[src/rtl/instr_fetch_queue_decoder.sv]
// Instruction fetch front end: classifies 16-bit words, merges group 5 hi/imm pairs,
// tags each entry with its word address and buffers entries in a small FIFO for execute.
package pkg_instr_dec;
  typedef enum logic [2:0] {
    grp_unknown = 3'd0,
    grp_1       = 3'd1,
    grp_2       = 3'd2,
    grp_3       = 3'd3,
    grp_4       = 3'd4,
    grp_5       = 3'd5
  } instr_group;
endpackage

module instr_fetch_queue_decoder #(
  parameter int QUEUE_DEPTH = 4,
  parameter int PC_WIDTH    = 16,
  parameter bit GRP5_ENABLE = 1'b1
) (
  input  logic                           clk,
  input  logic                           reset_n,
  input  logic                           flush,
  input  logic [PC_WIDTH-1:0]            flush_pc,
  input  logic                           in_valid,
  output logic                           in_ready,
  input  logic [15:0]                    in_word,
  output logic                           out_valid,
  input  logic                           out_ready,
  output pkg_instr_dec::instr_group      out_group,
  output logic [15:0]                    out_word_hi,
  output logic [15:0]                    out_word_lo,
  output logic                           out_two_word,
  output logic                           out_illegal,
  output logic [PC_WIDTH-1:0]            out_pc,
  output logic [$clog2(QUEUE_DEPTH):0]   queue_count
);
  import pkg_instr_dec::*;

  localparam int PW = $clog2(QUEUE_DEPTH);
  localparam int CW = $clog2(QUEUE_DEPTH) + 1;
  localparam logic [CW-1:0] DEPTH_C = CW'(QUEUE_DEPTH);

  typedef enum logic {S_HI, S_LO} state_e;

  typedef struct packed {
    instr_group          group;
    logic [15:0]         hi;
    logic [15:0]         lo;
    logic                two_word;
    logic                illegal;
    logic [PC_WIDTH-1:0] pc;
  } entry_t;

  function automatic instr_group classify(input logic [15:0] w);
    instr_group g;
    if (!w[15])                     g = grp_1;
    else if (!w[14])                g = grp_2;
    else if (w[15:12] == 4'b1100)   g = grp_3;
    else if (w[15:12] == 4'b1101)   g = grp_4;
    else if (w[15:10] == 6'b111000) g = grp_5;
    else                            g = grp_unknown;
    return g;
  endfunction

  state_e              state_q, state_d;
  logic [PC_WIDTH-1:0] fetch_pc_q, fetch_pc_d;
  logic [15:0]         hold_word_q, hold_word_d;
  logic [PC_WIDTH-1:0] hold_pc_q, hold_pc_d;
  logic [PW-1:0]       wr_ptr_q, wr_ptr_d;
  logic [PW-1:0]       rd_ptr_q, rd_ptr_d;
  logic [CW-1:0]       count_q, count_d;

  entry_t              mem [QUEUE_DEPTH];
  entry_t              push_entry;
  entry_t              head;
  instr_group          word_grp;
  logic                xfer;
  logic                push;
  logic                pop;

  always_comb begin
    in_ready   = !flush && (count_q < DEPTH_C);
    xfer       = in_valid && in_ready;
    pop        = (count_q != '0) && out_ready && !flush;
    word_grp   = classify(in_word);
    push       = 1'b0;

    push_entry          = '0;
    push_entry.group    = word_grp;
    push_entry.hi       = in_word;
    push_entry.illegal  = (word_grp == grp_unknown) || ((word_grp == grp_5) && !GRP5_ENABLE);
    push_entry.pc       = fetch_pc_q;

    state_d     = state_q;
    fetch_pc_d  = fetch_pc_q;
    hold_word_d = hold_word_q;
    hold_pc_d   = hold_pc_q;
    wr_ptr_d    = wr_ptr_q;
    rd_ptr_d    = rd_ptr_q;
    count_d     = count_q;

    if (flush) begin
      // Flush drops everything, including a half-received group 5 instruction.
      state_d     = S_HI;
      fetch_pc_d  = flush_pc;
      hold_word_d = '0;
      hold_pc_d   = '0;
      wr_ptr_d    = '0;
      rd_ptr_d    = '0;
      count_d     = '0;
    end else begin
      if (xfer) begin
        fetch_pc_d = fetch_pc_q + PC_WIDTH'(1);
        if (state_q == S_HI) begin
          if (GRP5_ENABLE && (word_grp == grp_5)) begin
            hold_word_d = in_word;
            hold_pc_d   = fetch_pc_q;
            state_d     = S_LO;
          end else begin
            push = 1'b1;
          end
        end else begin
          // Immediate word is taken verbatim, never classified.
          push_entry          = '0;
          push_entry.group    = grp_5;
          push_entry.hi       = hold_word_q;
          push_entry.lo       = in_word;
          push_entry.two_word = 1'b1;
          push_entry.pc       = hold_pc_q;
          push                = 1'b1;
          state_d             = S_HI;
        end
      end
      if (push) wr_ptr_d = wr_ptr_q + PW'(1);
      if (pop)  rd_ptr_d = rd_ptr_q + PW'(1);
      case ({push, pop})
        2'b10:   count_d = count_q + CW'(1);
        2'b01:   count_d = count_q - CW'(1);
        default: count_d = count_q;
      endcase
    end
  end

  always_ff @(posedge clk or negedge reset_n) begin
    if (!reset_n) begin
      state_q     <= S_HI;
      fetch_pc_q  <= '0;
      hold_word_q <= '0;
      hold_pc_q   <= '0;
      wr_ptr_q    <= '0;
      rd_ptr_q    <= '0;
      count_q     <= '0;
    end else begin
      state_q     <= state_d;
      fetch_pc_q  <= fetch_pc_d;
      hold_word_q <= hold_word_d;
      hold_pc_q   <= hold_pc_d;
      wr_ptr_q    <= wr_ptr_d;
      rd_ptr_q    <= rd_ptr_d;
      count_q     <= count_d;
    end
  end

  // Storage needs no reset: contents are only observed through a nonzero count.
  always_ff @(posedge clk) begin
    if (push) mem[wr_ptr_q] <= push_entry;
  end

  always_comb begin
    out_valid    = (count_q != '0);
    head         = out_valid ? mem[rd_ptr_q] : '0;
    out_group    = head.group;
    out_word_hi  = head.hi;
    out_word_lo  = head.lo;
    out_two_word = head.two_word;
    out_illegal  = head.illegal;
    out_pc       = head.pc;
    queue_count  = count_q;
  end

endmodule

[config.mk]
export PLATFORM = sky130hd
export DESIGN_NAME = instr_fetch_queue_decoder
export DESIGN_NICKNAME = d
export VERILOG_FILES = /design/src/rtl/instr_fetch_queue_decoder.sv
export SDC_FILE = /design/constraint.sdc
export NUM_CORES = 1
export LEC_CHECK = 0
export CAP_MARGIN = 15
export CORE_MARGIN = 2
export CORE_UTILIZATION = 35
export DETAILED_ROUTE_END_ITERATION = 6
export GPL_ROUTABILITY_DRIVEN = 1
export SLEW_MARGIN = 20
export SYNTH_ARGS = -nofsm -noshare
export SYNTH_HDL_FRONTEND = slang
export SYNTH_SLANG_ARGS = --single-unit
[constraint.sdc]
create_clock -name clk -period 6.8 [get_ports clk]
set_input_delay 2.04 -clock clk [delete_from_list [all_inputs] [get_ports clk]]
set_output_delay 2.04 -clock clk [all_outputs]
set_load 0.05 [all_outputs]
==> key figures <==
Status
  • Status: completed

Detailed routing
  • Routed via count: 6356
  • Met1 WL: about 11000 um
  • Met3 wire length: between 1000 and 1500 um
  • Drt drc: 0
  • Iter 0 DRT Violations: 436
  • Drt wl/cell: 18.81 um
  • Post-Route WL: 23860 um
  • Max layer used: met4
  • WL met2: ~11000 um
  • Post-DRT Antenna Nets: 0
  • Vias per std cell: 5.013
  • Drt pass-1 iters: 5

Hold path
  • Hold Crit Start: hold_word_q[13]
  • Hold Crit Class: reg2reg

Timing
  • Final setup vio count: 0
  • Final hold viol count: 0
  • Worst slew pin tran: 0.9382 ns
  • Fin crit share: 79.39%
  • Period minus WS final: 5.399 ns
  • Slew headroom: 37.45%
  • Slew Viols, Final: 0
  • Setup tns final: 0 ns
  • FMAX: 185.2 MHz
  • Worst hold slack: between 0.4 and 0.5 ns
  • RSZ-0062 raised after global routing: false
  • Worst Skew: approximately 0.0087 ns

Floorplan
  • Initial Util: roughly 36%
  • Die Ht: around 180 um
  • Die area: approximately 33000 um^2
  • Row Count: 65
  • I/O pin count: 95
  • Core Footprint: 31560 um^2
  • Die width: 183.0 um

Global routing
  • First-pass GRT wire length: 37520 um
  • Pin count of the biggest net entering global routing: 57
  • Grt total ovfl: 0
  • Number of global-route vias before repair: 6507
  • Initial antenna violation count: 0
  • GRT Total Usage: between 10 and 15%

Power
  • Leakage: 4.637 nW
  • Flop pwr share: approximately 45%
  • Int Power: 3.047 mW
  • PwrDens: 310.3 nW/um^2
  • Sw Share: 27.35%
  • Maximum vdd drop: around 0.18 mV
  • Power share of the clock group: 35.8%
  • Combinational share of power: 18.8%
  • Switching Power: 1.147 mW

Placement
  • # port buffers: 94
  • Hpwl dp: 14540 um
  • GP Congestion: between 0.7 and 0.8

Clock network
  • Post-CTS resize count: 0
  • Root Buffer: clkbuf_16
  • Clock transition at the registers of the reported paths: 0.05 ns
  • CTS Sinks: roughly 270
  • H-Tree Depth: 1
  • Longest Clk Path Bufs: 3
  • Hold-fix buffers, CTS: 0
  • Clock latency on the worst-skew pair: 0.53 ns
  • Cts bufs inserted: 29
  • Postcts setup bufs: 0
  • CTS tree: yes

Critical path
  • Critical path class: in2out
  • Max incr delay on CP: 0.81 ns
  • Startpoint class of the critical path: input port
  • Req. time, crit path: roughly 4.8 ns
  • CP startpoint: flush
  • Worst r2r src: queue_count[2]
  • CP top delay family: buffers and inverters
  • CP cell instances: clkdlybuf4s50_1 -> nor2_1 -> clkdlybuf4s50_1
  • Critical path's slowest cell: clkdlybuf4s50_1
  • Critical path capture point type: output port
  • Cell repeated most along the worst path: clkdlybuf4s50_1
  • CP max FO: 2
  • Buffers & Inverters on Critical Path: 2
  • Arrival time worst endpoint: 3.36 ns

Synthesis
  • Async set or reset register ratio after synthesis: about a fifth
  • Synthesized instance count: around 750
  • Ys Warns: 0
  • Syn_area_per_cell: 15.02 um^2
  • Synthesized flop and latch total: 268
  • Syn nets: 790
  • Count of different cell masters after synthesis: 47
  • Mux contribution to synthesized area: 11.46%
  • Synth Area in Compound Gates: 2.588%
  • Seq/Total Area, Yosys: 69.25%
  • Most common flop cell mapped by yosys: edfxtp_1
  • Largest family of logic cells by synthesized area: simple AND/OR/NAND/NOR gates
  • Mapped cell area: 11220 um^2
  • Post-synthesis simple-gate area fraction: 12.74%
  • XOR/XNOR Fraction of Synth Area: 1.171%
  • Adder-cell area share of the yosys netlist: 0.7362%
  • Number of synthesized flops with an enable pin: 212

Finish
  • Area taken by multi-input logic gates: 3223 um^2
  • Synth-to-layout area growth: 20.50%
  • Sequential cell area: between 7000 and 8000 um^2
  • N_diodes: 0
  • Fillers: approximately 2800
  • Nets@finish: just under 900
  • Share of layout cells above drive strength 1: 13.86%

Run
  • Max Cap Viol: 0
==> worst paths after layout <==
| path | end | slack (ns) | depth (start not counted) |
|---|---|---|---|
| min | hold_word_q[13] | 0.50 | 1 |
| min in group asynchronous | hold_pc_q[6] | 1.66 | 2 |
| max in group asynchronous | rd_ptr_q[1] | 4.54 | 2 |
| max | in_ready | 1.40 | 3 |
| min reg2reg | hold_word_q[13] | 0.50 | 1 |
| max reg2reg | mem[2][45] | 3.77 | 5 |
==> flip-flops by register name (all words and copies together) (netlist names) <==
name and count:
queue_count 3, fetch_pc_q 16, hold_word_q 16, rd_ptr_q 2
state_q 1, mem 212, wr_ptr_q 2, hold_pc_q 16
==> cell usage in the layout, fill, tap and decap left out, drive strengths merged, types with 2 or more instances in the layout <==
cell type and count:
xor2 6, buf 19, nor4 6, o21ai 39
nand4b 2, nand3 10, a21o 2, bufinv 3
nor3b 4, mux2i 8, nand2 158, ha 5
nand4 7, inv 5, clkbuf 43, nor3 5
xnor2 9, dfrtp 56, o211ai 2, clkdlybuf4s50 93
edfxtp 212, and2 57, a31oi 2, mux4 53
and3 17, or3 5, clkinv 7, nor2 16
==> routing by layer <==
metal / GRT usage (%) / up-vias
met3: 1.986 / 33
li1: - / 2960
met1: 20.72 / 3179
met4: 4.000 / 0
met2: 23.41 / 184
met5: 0 / -
==> synth_stat cells, types with 2 or more instances <==
cell type  number  area (um^2)
xor2_1          6        52.55
clkinv_1        2        7.510
clkbuf_2        2        10.01
a21o_1          2        15.01
nor2_1         16        60.06
and2_1         57        356.6
nand3_1        10        50.05
inv_1           4        15.01
o211ai_1        2        15.01
dfrtp_1        56         1401
nand4b_1        2        17.52
a31oi_1         2        12.51
clkbuf_1       32        120.1
nand4_1         7        43.79
buf_6           4        45.04
ha_1            5        62.56
nand2_1       158        593.1
o21ai_0        35        175.2
buf_2           6        30.03
nor3b_1         3        22.52
or3_1           5        31.28
and3_1         17        106.4
nor4_1          5        31.28
xnor2_1         9        78.83
o21ai_1         4        20.02
nor3_1          5        25.02
edfxtp_1      212         6366
mux4_2         53         1194
mux2i_1         8        80.08
==> cell families after synthesis <==
group / count (synthesis)
and+or+nand+nor: 294
DFF: 268
muxes: 62
AOI/OAI and AO/OA: 51
buffers and inverters: 51
xor gates and xnor gates: 15
adders and majority gates: 6
==> cell type report <==
cell class / count / area share, %
clock inverters: 9 / 0.8979
flip-flops and latches: 268 / 57.52
well taps: 402 / 3.721
clock buffers: 43 / 5.832
multi-input cells: 428 / 23.85
repair buffers: 112 / 8.016
inverters: 6 / 0.1666
==> power groups by stage <==
stage | clock [mW] | combinational, mW | sequential, mW
after global placement | 0 | 0.798 | 1.94
final | 1.50 | 0.788 | 1.90
after CTS | 1.53 | 0.806 | 1.91
after global routing | 1.60 | 0.839 | 1.92
after detailed placement | 0 | 0.804 | 1.94
after floorplan | 0 | 0.562 | 1.89
==> per-stage QoR <==
step | power (mW) | area [um^2] | worst slack, ns | std cells | util, %
2_1_floorplan | 2.452 | 11220 | 1.749 | 747 | -
6_report | 4.194 | 13520 | 1.401 | 1268 | 42.84
4_1_cts | 4.246 | 13520 | 1.264 | 1268 | 42.84
3_5_place_dp | 2.744 | 12610 | 1.401 | 1216 | 39.95
3_3_place_gp | 2.736 | 12610 | 1.384 | 1216 | 39.95
5_1_grt | 4.360 | 13520 | 1.109 | 1268 | 42.84
Power figures use the tool's default switching activity.
